===== config.mk =====
export PLATFORM = sky130hd
export DESIGN_NAME = truth_table_sweeper_flat
export DESIGN_NICKNAME = d
export VERILOG_FILES = /design/src/rtl/truth_table_sweeper_pkg.sv /design/src/rtl/truth_table_sweeper_if.sv /design/src/rtl/truth_table_sweeper_term_eval.sv /design/src/rtl/truth_table_sweeper.sv /design/src/flat_wrapper.sv
export SDC_FILE = /design/constraint.sdc
export NUM_CORES = 1
export LEC_CHECK = 0
export ABC_AREA = 0
export CAP_MARGIN = 20
export CELL_PAD_IN_SITES_DETAIL_PLACEMENT = 2
export CELL_PAD_IN_SITES_GLOBAL_PLACEMENT = 2
export CORE_MARGIN = 8
export CORE_UTILIZATION = 34
export DETAILED_ROUTE_END_ITERATION = 6
export PLACE_DENSITY_LB_ADDON = 0.1
export SKIP_LAST_GASP = 1
export SYNTH_ARGS = -nofsm -noshare
export SYNTH_HDL_FRONTEND = slang
export SYNTH_SLANG_ARGS = --single-unit

===== constraint.sdc =====
create_clock -name clk -period 5.3 [get_ports clk]
set_input_delay 1.06 -clock clk [delete_from_list [all_inputs] [get_ports clk]]
set_output_delay 1.06 -clock clk [all_outputs]
set_load 0.05 [all_outputs]

===== src/rtl/truth_table_sweeper_pkg.sv =====
// Shared FSM encodings and row-count helper for the truth-table sweeper.
// Pure declarations: no latency, no flow control.
package truth_table_sweeper_pkg;

    localparam logic [1:0] ST_IDLE  = 2'd0;
    localparam logic [1:0] ST_SWEEP = 2'd1;
    localparam logic [1:0] ST_DONE  = 2'd2;

    function automatic int rowsOf(input int nVars);
        return 1 << nVars;
    endfunction

endpackage


===== src/rtl/truth_table_sweeper_if.sv =====
// Control, mask and row-stream bundle of the sweeper; master drives start/masks.
// No backpressure: the row stream is push-only, one row per clock.
interface truth_table_sweeper_if
    import truth_table_sweeper_pkg::*;
#(
    parameter int N_VARS = 4
) ();

    localparam int ROWS = rowsOf(N_VARS);

    logic              start;
    logic              stop_on_mis;
    logic [ROWS-1:0]   mask_sop;
    logic [ROWS-1:0]   mask_pos;
    logic              busy;
    logic              row_valid;
    logic [N_VARS-1:0] row_idx;
    logic              row_sop;
    logic              row_pos;
    logic              row_match;
    logic              done;
    logic [N_VARS:0]   mis_cnt;
    logic              first_mis_valid;
    logic [N_VARS-1:0] first_mis_idx;

    modport master (
        output start, stop_on_mis, mask_sop, mask_pos,
        input  busy, row_valid, row_idx, row_sop, row_pos, row_match,
        input  done, mis_cnt, first_mis_valid, first_mis_idx
    );

    modport slave (
        input  start, stop_on_mis, mask_sop, mask_pos,
        output busy, row_valid, row_idx, row_sop, row_pos, row_match,
        output done, mis_cnt, first_mis_valid, first_mis_idx
    );

endinterface


===== src/rtl/truth_table_sweeper_term_eval.sv =====
// Evaluates one truth-table row from SOP minterm and POS maxterm masks.
// Purely combinational (zero latency); no flow control.
module truth_table_sweeper_term_eval
    import truth_table_sweeper_pkg::*;
#(
    parameter  int N_VARS = 4,
    localparam int ROWS   = rowsOf(N_VARS)
) (
    input  logic [ROWS-1:0]   mask_sop,
    input  logic [ROWS-1:0]   mask_pos,
    input  logic [N_VARS-1:0] idx,
    output logic              sop,
    output logic              pos,
    output logic              match
);

    // A set maxterm bit forces the function to 0 on that row.
    assign sop   = mask_sop[idx];
    assign pos   = ~mask_pos[idx];
    assign match = (sop == pos);

endmodule


===== src/rtl/truth_table_sweeper.sv =====
// Sweeps all rows of an N-variable function, streaming SOP/POS evaluations and mismatch stats.
// Row k appears k+1 cycles after the start edge; no backpressure, start is sampled only in IDLE.
module truth_table_sweeper
    import truth_table_sweeper_pkg::*;
#(
    parameter int N_VARS = 4
) (
    input  logic                 clk,
    input  logic                 rst_n,
    truth_table_sweeper_if.slave bus
);

    localparam int                ROWS     = rowsOf(N_VARS);
    localparam int                CNT_W    = N_VARS + 1;
    localparam logic [CNT_W-1:0]  CNT_MAX  = CNT_W'(ROWS);
    localparam logic [N_VARS-1:0] LAST_IDX = N_VARS'(ROWS - 1);
    localparam logic [N_VARS-1:0] IDX_ONE  = N_VARS'(1);
    localparam logic [CNT_W-1:0]  CNT_ONE  = CNT_W'(1);

    logic [1:0]        state;
    logic [ROWS-1:0]   maskSop;
    logic [ROWS-1:0]   maskPos;
    logic              stopOnMis;
    logic [N_VARS-1:0] idx;

    logic              evalSop;
    logic              evalPos;
    logic              evalMatch;

    logic              rowValid;
    logic [N_VARS-1:0] rowIdx;
    logic              rowSop;
    logic              rowPos;
    logic              rowMatch;
    logic              doneReg;
    logic [CNT_W-1:0]  misCnt;
    logic              firstMisValid;
    logic [N_VARS-1:0] firstMisIdx;

    truth_table_sweeper_term_eval #(
        .N_VARS (N_VARS)
    ) u_term_eval (
        .mask_sop (maskSop),
        .mask_pos (maskPos),
        .idx      (idx),
        .sop      (evalSop),
        .pos      (evalPos),
        .match    (evalMatch)
    );

    always_ff @(posedge clk or negedge rst_n) begin
        if (!rst_n) begin
            state         <= ST_IDLE;
            maskSop       <= '0;
            maskPos       <= '0;
            stopOnMis     <= 1'b0;
            idx           <= '0;
            rowValid      <= 1'b0;
            rowIdx        <= '0;
            rowSop        <= 1'b0;
            rowPos        <= 1'b0;
            rowMatch      <= 1'b0;
            doneReg       <= 1'b0;
            misCnt        <= '0;
            firstMisValid <= 1'b0;
            firstMisIdx   <= '0;
        end else begin
            rowValid <= 1'b0;
            doneReg  <= 1'b0;
            case (state)
                ST_IDLE: begin
                    if (bus.start) begin
                        maskSop       <= bus.mask_sop;
                        maskPos       <= bus.mask_pos;
                        stopOnMis     <= bus.stop_on_mis;
                        idx           <= '0;
                        misCnt        <= '0;
                        firstMisValid <= 1'b0;
                        firstMisIdx   <= '0;
                        state         <= ST_SWEEP;
                    end
                end
                ST_SWEEP: begin
                    rowValid <= 1'b1;
                    rowIdx   <= idx;
                    rowSop   <= evalSop;
                    rowPos   <= evalPos;
                    rowMatch <= evalMatch;
                    if (!evalMatch) begin
                        if (misCnt != CNT_MAX) begin
                            misCnt <= misCnt + CNT_ONE;
                        end
                        if (!firstMisValid) begin
                            firstMisValid <= 1'b1;
                            firstMisIdx   <= idx;
                        end
                    end
                    idx <= idx + IDX_ONE;
                    // The wrapped idx after the last row is never evaluated.
                    if ((idx == LAST_IDX) || (stopOnMis && !evalMatch)) begin
                        state <= ST_DONE;
                    end
                end
                ST_DONE: begin
                    doneReg <= 1'b1;
                    state   <= ST_IDLE;
                end
                default: begin
                    state <= ST_IDLE;
                end
            endcase
        end
    end

    assign bus.busy            = (state == ST_SWEEP);
    assign bus.row_valid       = rowValid;
    assign bus.row_idx         = rowIdx;
    assign bus.row_sop         = rowSop;
    assign bus.row_pos         = rowPos;
    assign bus.row_match       = rowMatch;
    assign bus.done            = doneReg;
    assign bus.mis_cnt         = misCnt;
    assign bus.first_mis_valid = firstMisValid;
    assign bus.first_mis_idx   = firstMisIdx;

endmodule

===== src/flat_wrapper.sv =====
// flat-port wrapper written by rule: the top's interface ports become plain ports
module truth_table_sweeper_flat import truth_table_sweeper_pkg::*;
#(
    parameter int N_VARS = 4
)
  (clk, rst_n, bus_start, bus_stop_on_mis, bus_mask_sop, bus_mask_pos, bus_busy, bus_row_valid, bus_row_idx, bus_row_sop, bus_row_pos, bus_row_match, bus_done, bus_mis_cnt, bus_first_mis_valid, bus_first_mis_idx);
  truth_table_sweeper_if #(.N_VARS(N_VARS)) bus_i ();
  input  logic clk;
  input  logic rst_n;
  input wire logic [$bits(bus_i.start)-1:0] bus_start;
  input wire logic [$bits(bus_i.stop_on_mis)-1:0] bus_stop_on_mis;
  input wire logic [$bits(bus_i.mask_sop)-1:0] bus_mask_sop;
  input wire logic [$bits(bus_i.mask_pos)-1:0] bus_mask_pos;
  output wire logic [$bits(bus_i.busy)-1:0] bus_busy;
  output wire logic [$bits(bus_i.row_valid)-1:0] bus_row_valid;
  output wire logic [$bits(bus_i.row_idx)-1:0] bus_row_idx;
  output wire logic [$bits(bus_i.row_sop)-1:0] bus_row_sop;
  output wire logic [$bits(bus_i.row_pos)-1:0] bus_row_pos;
  output wire logic [$bits(bus_i.row_match)-1:0] bus_row_match;
  output wire logic [$bits(bus_i.done)-1:0] bus_done;
  output wire logic [$bits(bus_i.mis_cnt)-1:0] bus_mis_cnt;
  output wire logic [$bits(bus_i.first_mis_valid)-1:0] bus_first_mis_valid;
  output wire logic [$bits(bus_i.first_mis_idx)-1:0] bus_first_mis_idx;
  assign bus_i.start = bus_start;
  assign bus_i.stop_on_mis = bus_stop_on_mis;
  assign bus_i.mask_sop = bus_mask_sop;
  assign bus_i.mask_pos = bus_mask_pos;
  assign bus_busy = bus_i.busy;
  assign bus_row_valid = bus_i.row_valid;
  assign bus_row_idx = bus_i.row_idx;
  assign bus_row_sop = bus_i.row_sop;
  assign bus_row_pos = bus_i.row_pos;
  assign bus_row_match = bus_i.row_match;
  assign bus_done = bus_i.done;
  assign bus_mis_cnt = bus_i.mis_cnt;
  assign bus_first_mis_valid = bus_i.first_mis_valid;
  assign bus_first_mis_idx = bus_i.first_mis_idx;
  truth_table_sweeper #(.N_VARS(N_VARS)) u_core (.clk(clk), .rst_n(rst_n), .bus(bus_i));
endmodule

# Word-level counts from Yosys, hierarchy flattened
# Cells that the tools add are included.
[word_totals] register_bits=58 in_bits=36 output_inout_bits=20 wordCells=60
[classes] addsub=2 n_lt_le_gt_ge=1 eq_ne=10 n_mux=21 bitwise_logic=1 reduce_logical=11
[op_table] cell="4-bit one-hot mux with 2 select lines" n=2
[op_table] cell="5-bit two-way mux" n=3
[op_table] cell="4-bit two-way mux" n=3
[op_table] cell="5-bit one-hot mux with 2 select lines" n=1
[op_table] cell="1-bit binary-select mux with 4-bit select" n=2
[op_table] cell="4-bit AND reduction" n=2
[op_table] cell="1-bit two-way mux" n=6
[op_table] cell="2-bit inequality test, second input constant" n=3
[op_table] cell="2-bit AND reduction" n=3
[op_table] cell="5-bit by 1-bit adder with 5-bit output, second input constant" n=1
[op_table] cell="4-bit by 5-bit < comparator with 1-bit output, second input constant" n=1
[op_table] cell="5-bit inequality test, second input constant" n=1
[op_table] cell="4-bit by 1-bit adder with 4-bit output, second input constant" n=1
[op_table] cell="4-bit equality test, second input constant" n=1
[op_table] cell="2-bit two-way mux" n=2
[op_table] cell="2-bit by 1-bit inequality test with 1-bit output, second input constant" n=2
[op_table] cell="2-bit one-hot mux with 2 select lines" n=1
[op_table] cell="3-bit AND reduction" n=1
[op_table] cell="2-bit by 1-bit equality test with 1-bit output, second input constant" n=1
[op_table] cell="2-bit equality test, second input constant" n=1
[op_table] cell="2-bit zero test" n=1
[op_table] cell="1-bit one-hot mux with 2 select lines" n=1
[op_table] cell="2-bit nonzero test" n=1
[op_table] cell="1-bit equality test" n=1
[op_table] cell="other kinds (4)" n=4

# Logic depth before layout (Yosys ltp)
[depth] ltp_word=9 mapped_depth=8 depth_no_buf=6

# Modules after synthesis
# From an unflattened synthesis, not the netlist that was laid out.
[hier_totals] cells_unflattened=266 hier_area_um2=2631.3
[by_module_without_submodules] mod="truth_table_sweeper" n_inst=1 cells_each=244 area_each_um2=2347.3
[by_module_without_submodules] mod="truth_table_sweeper_term_eval" n_inst=1 cells_each=22 area_each_um2=284.0

# Worst setup path before layout
# OpenSTA, ideal clock, no wires.
[synth_path] path_type="register -> output" from="register u_core.state[1]" to="output bus_busy" arrival_time_ns=1.443 required_time_ns=4.240 path_slack_ns=2.797 stages_incl_launch_ff=5 path_buffers=2 path_cell_list="dfrtp_1 -> nand2b_1 -> clkbuf_1 -> inv_1 -> clkbuf_1"
[synth_between] elab_chain_cells=1
[synth_rtl] item="start: declaration" line_no="truth_table_sweeper.sv:20" source="logic [1:0] state;"
[synth_rtl] item="start signal: assignment" line_no="truth_table_sweeper.sv:53" source="state <= ST_IDLE;"
[synth_rtl] item="start signal: assignment" line_no="truth_table_sweeper.sv:80" source="state <= ST_SWEEP;"
[synth_rtl] item="start signal: assignment" line_no="truth_table_sweeper.sv:101" source="state <= ST_DONE;"
[synth_rtl] item="2-bit by 1-bit equality test with 1-bit output" line_no="truth_table_sweeper.sv:115" source="assign bus.busy = (state == ST_SWEEP);"
[synth_rtl] item="end: declaration" line_no="flat_wrapper.sv:14" source="output wire logic [$bits(bus_i.busy)-1:0] bus_busy;"
# No other way between the ends.

# Worst setup path after layout
# Same ends and word-level chain as after synthesis.

==> results.toml <==
[run_status]
status = "complete, no violations"

[sta]
drv_slew = 0
holdWs_ns = 0.455
setup_viol = 0
relSlewSlack_pct = 47.2
period_needed_ns = 3.62
fin_skew_ns = 0.00561
period_share_pct = 68.4
hold_viol = 0
rsz0062_at_grt = "false"
setup-tns-final_ns = 0
fmax_ghz = 0.276
worst_pin_slew_ns = 0.791

[setup_path]
startpoint_type = "flop"
critPathCaptureType = "output port"
crit_path_max_fanout = 17
arrival_ns = 2.56
required_ns = 4.24
criticalPathCategory = "flop to output port"

[clock_network]
cts_made_buffers = 9
cts_buffer_depth = 2
numClockSinks = 58
ctsResizeCount = 0
cts_tree = "built"
cts_max_level = 3
root_buffer = "clkbuf_8"
post_cts_buffers = 0
ctsHoldBuffers = 0
worstSkewPairLatency_ns = 0.32
clk_pin_slew_ns = 0.07

[routing]
antenna_left = 0
vias = 2076
drt_pass1_iterations = 4
drcViolationCount = 0
dr.first_iter.drc_count = 46
wl_per_cell_um = 15.7
viasPerCell = 4.84
drt-total-wl_um = 6720

[place]
port_buffers = 55
placedCellCount = 413
gp_congestion = 0.699
dp_hpwl_um = 4680
place_area_um2 = 3240

[die]
fp.dieW_um = 104
initial_core_util_pct = 34.7
io_pins = 56
rows = 32
die_h_um = 104
dieArea_um2 = 10900
core-area_um2 = 7650

[logic_synthesis]
synth_cells = 269
synth_area_um2 = 2650
avgSynthCellArea_um2 = 9.86
ys_warn_count = 0
synth_cell_types = 36
yosysSeqAreaShare_pct = 54.7
synth_seq_cells = 58
synth_nets = 308

[finish]
fin_area_um2 = 3490
syn2layout_area_growth_pct = 31.6
drive_gt1_share_pct = 11.0
nets = 361
fillCellCount = 819
register_area_um2 = 1450
diodes = 0
multi_input_area_um2 = 1080
fin_cells = 429

[grt]
antenna_found_initial = 0
grt_overflow = 0
first_global_vias = 2370
gr-usage-all-layers_pct = 13.4
grt_max_degree = 59
grt_pass1_wl_um = 11900

[job]
max-cap-violations = 0

[power_and_ir_drop]
finalPower_mw = 2.25
vdd.ir_drop.worst_mv = 0.190
p_leak_nw = 1.68
power_density_nw_per_um2 = 644

[worst_hold_path]
hold_path.class = "flop to flop"
-- power by group --
part / total [mW] / internal, mW / switching (mW) / leakage, nW
sequential: 0.780 / 0.629 / 0.152 / 0.733
combinational: 0.965 / 0.375 / 0.590 / 0.814
clock: 0.503 / 0.336 / 0.167 / 0.129
-- worst max-delay path, cell delays in order (launching register included) --
cell             delay (ns)
dfrtp_1                0.39
nand2b_1               0.44
inv_1                  0.51
clkdlybuf4s50_1        0.90
-- flip-flops by register name, indices dropped and copies added, names as in the netlist --
register,cells
u_core.bus.done,1
u_core.bus.first_mis_idx,4
u_core.bus.first_mis_valid,1
u_core.bus.mis_cnt,5
u_core.bus.row_idx,4
u_core.bus.row_match,1
u_core.bus.row_pos,1
u_core.bus.row_sop,1
u_core.bus.row_valid,1
u_core.idx,4
u_core.maskPos,16
u_core.maskSop,16
u_core.state,2
u_core.stopOnMis,1
-- cells in the mapped netlist (all sizes together) --
| cell | n | area [um^2] |
|---|---|---|
| a21o | 1 | 7.51 |
| a22o | 4 | 36.3 |
| a22oi | 2 | 33.8 |
| a31oi | 1 | 6.26 |
| and2 | 2 | 12.5 |
| and2b | 2 | 15.0 |
| buf | 7 | 66.3 |
| clkbuf | 9 | 43.8 |
| dfrtp | 58 | 1450 |
| ha | 3 | 37.5 |
| inv | 4 | 15.0 |
| mux2 | 1 | 11.3 |
| mux2i | 3 | 30.0 |
| mux4 | 8 | 184 |
| nand2 | 127 | 477 |
| nand2b | 1 | 6.26 |
| nand3 | 6 | 52.6 |
| nand4 | 1 | 6.26 |
| nor2 | 9 | 33.8 |
| nor2b | 1 | 6.26 |
| nor3 | 5 | 30.0 |
| o211ai | 1 | 7.51 |
| o21ai | 10 | 50.1 |
| o2bb2ai | 1 | 8.76 |
| or4 | 1 | 7.51 |
| xor2 | 1 | 16.3 |
-- stage by stage --
step	setup slack, ns	utilization (%)
2_1_floorplan	2.80	-
3_3_place_gp	2.01	42.3
3_5_place_dp	1.99	42.3
4_1_cts	1.61	45.6
5_1_grt	1.45	45.6
6_report	1.68	45.6
-- worst paths after layout --
check / startpoint / end / slack [ns] / cells after the start
max: u_core.state[1] / bus_busy / 1.68 / 3
min: u_core.state[0] / u_core.bus.done / 0.45 / 1
max reg2reg: u_core.idx[0] / u_core.bus.first_mis_idx[0] / 2.44 / 6
min reg2reg: u_core.state[0] / u_core.bus.done / 0.45 / 1
max in group asynchronous: rst_n / u_core.maskPos[11] / 3.90 / 2
min in group asynchronous: rst_n / u_core.bus.mis_cnt[4] / 0.86 / 2
-- logic make-up after synthesis --
logic type | count (synthesis) | share of synthesized area [%]
and+or+nand+nor | 155 | 24.4
adders and majority gates | 3 | 1.42
AOI/OAI and AO/OA | 20 | 5.66
buffers and inverters | 20 | 4.72
DFF | 58 | 54.7
muxes | 12 | 8.49
xor gates and xnor gates | 1 | 0.613
-- layout make-up --
cell class / count / share of cell area (%)
repair buffers: 58 / 16.3
inverters: 4 / 0.430
multi-input cells: 191 / 30.8
clock inverters: 5 / 2.87
well taps: 102 / 3.66
clock buffers: 11 / 4.34
flip-flops and latches: 58 / 41.6
-- layer usage --
layer	routed length, um	vias to the layer above	global-route usage [%]
li1	-	975	-
met3	285	5	4.40
met4	65	0	3.72
met2	3430	42	22.7
met1	2940	1054	15.9
met5	0	-	0
-- placed cells by master (no fill, tap or decap), drive strengths merged, types with 2 or more instances in the layout --
cell type / count
a22o: 4
a22oi: 2
and2: 2
and2b: 2
buf: 4
bufinv: 3
clkbuf: 11
clkdlybuf4s50: 54
clkinv: 2
dfrtp: 58
ha: 3
inv: 4
mux2i: 3
mux4: 8
nand2: 127
nand3: 6
nor2: 9
nor3: 5
o21ai: 10
(Power assumes the default switching activity.)
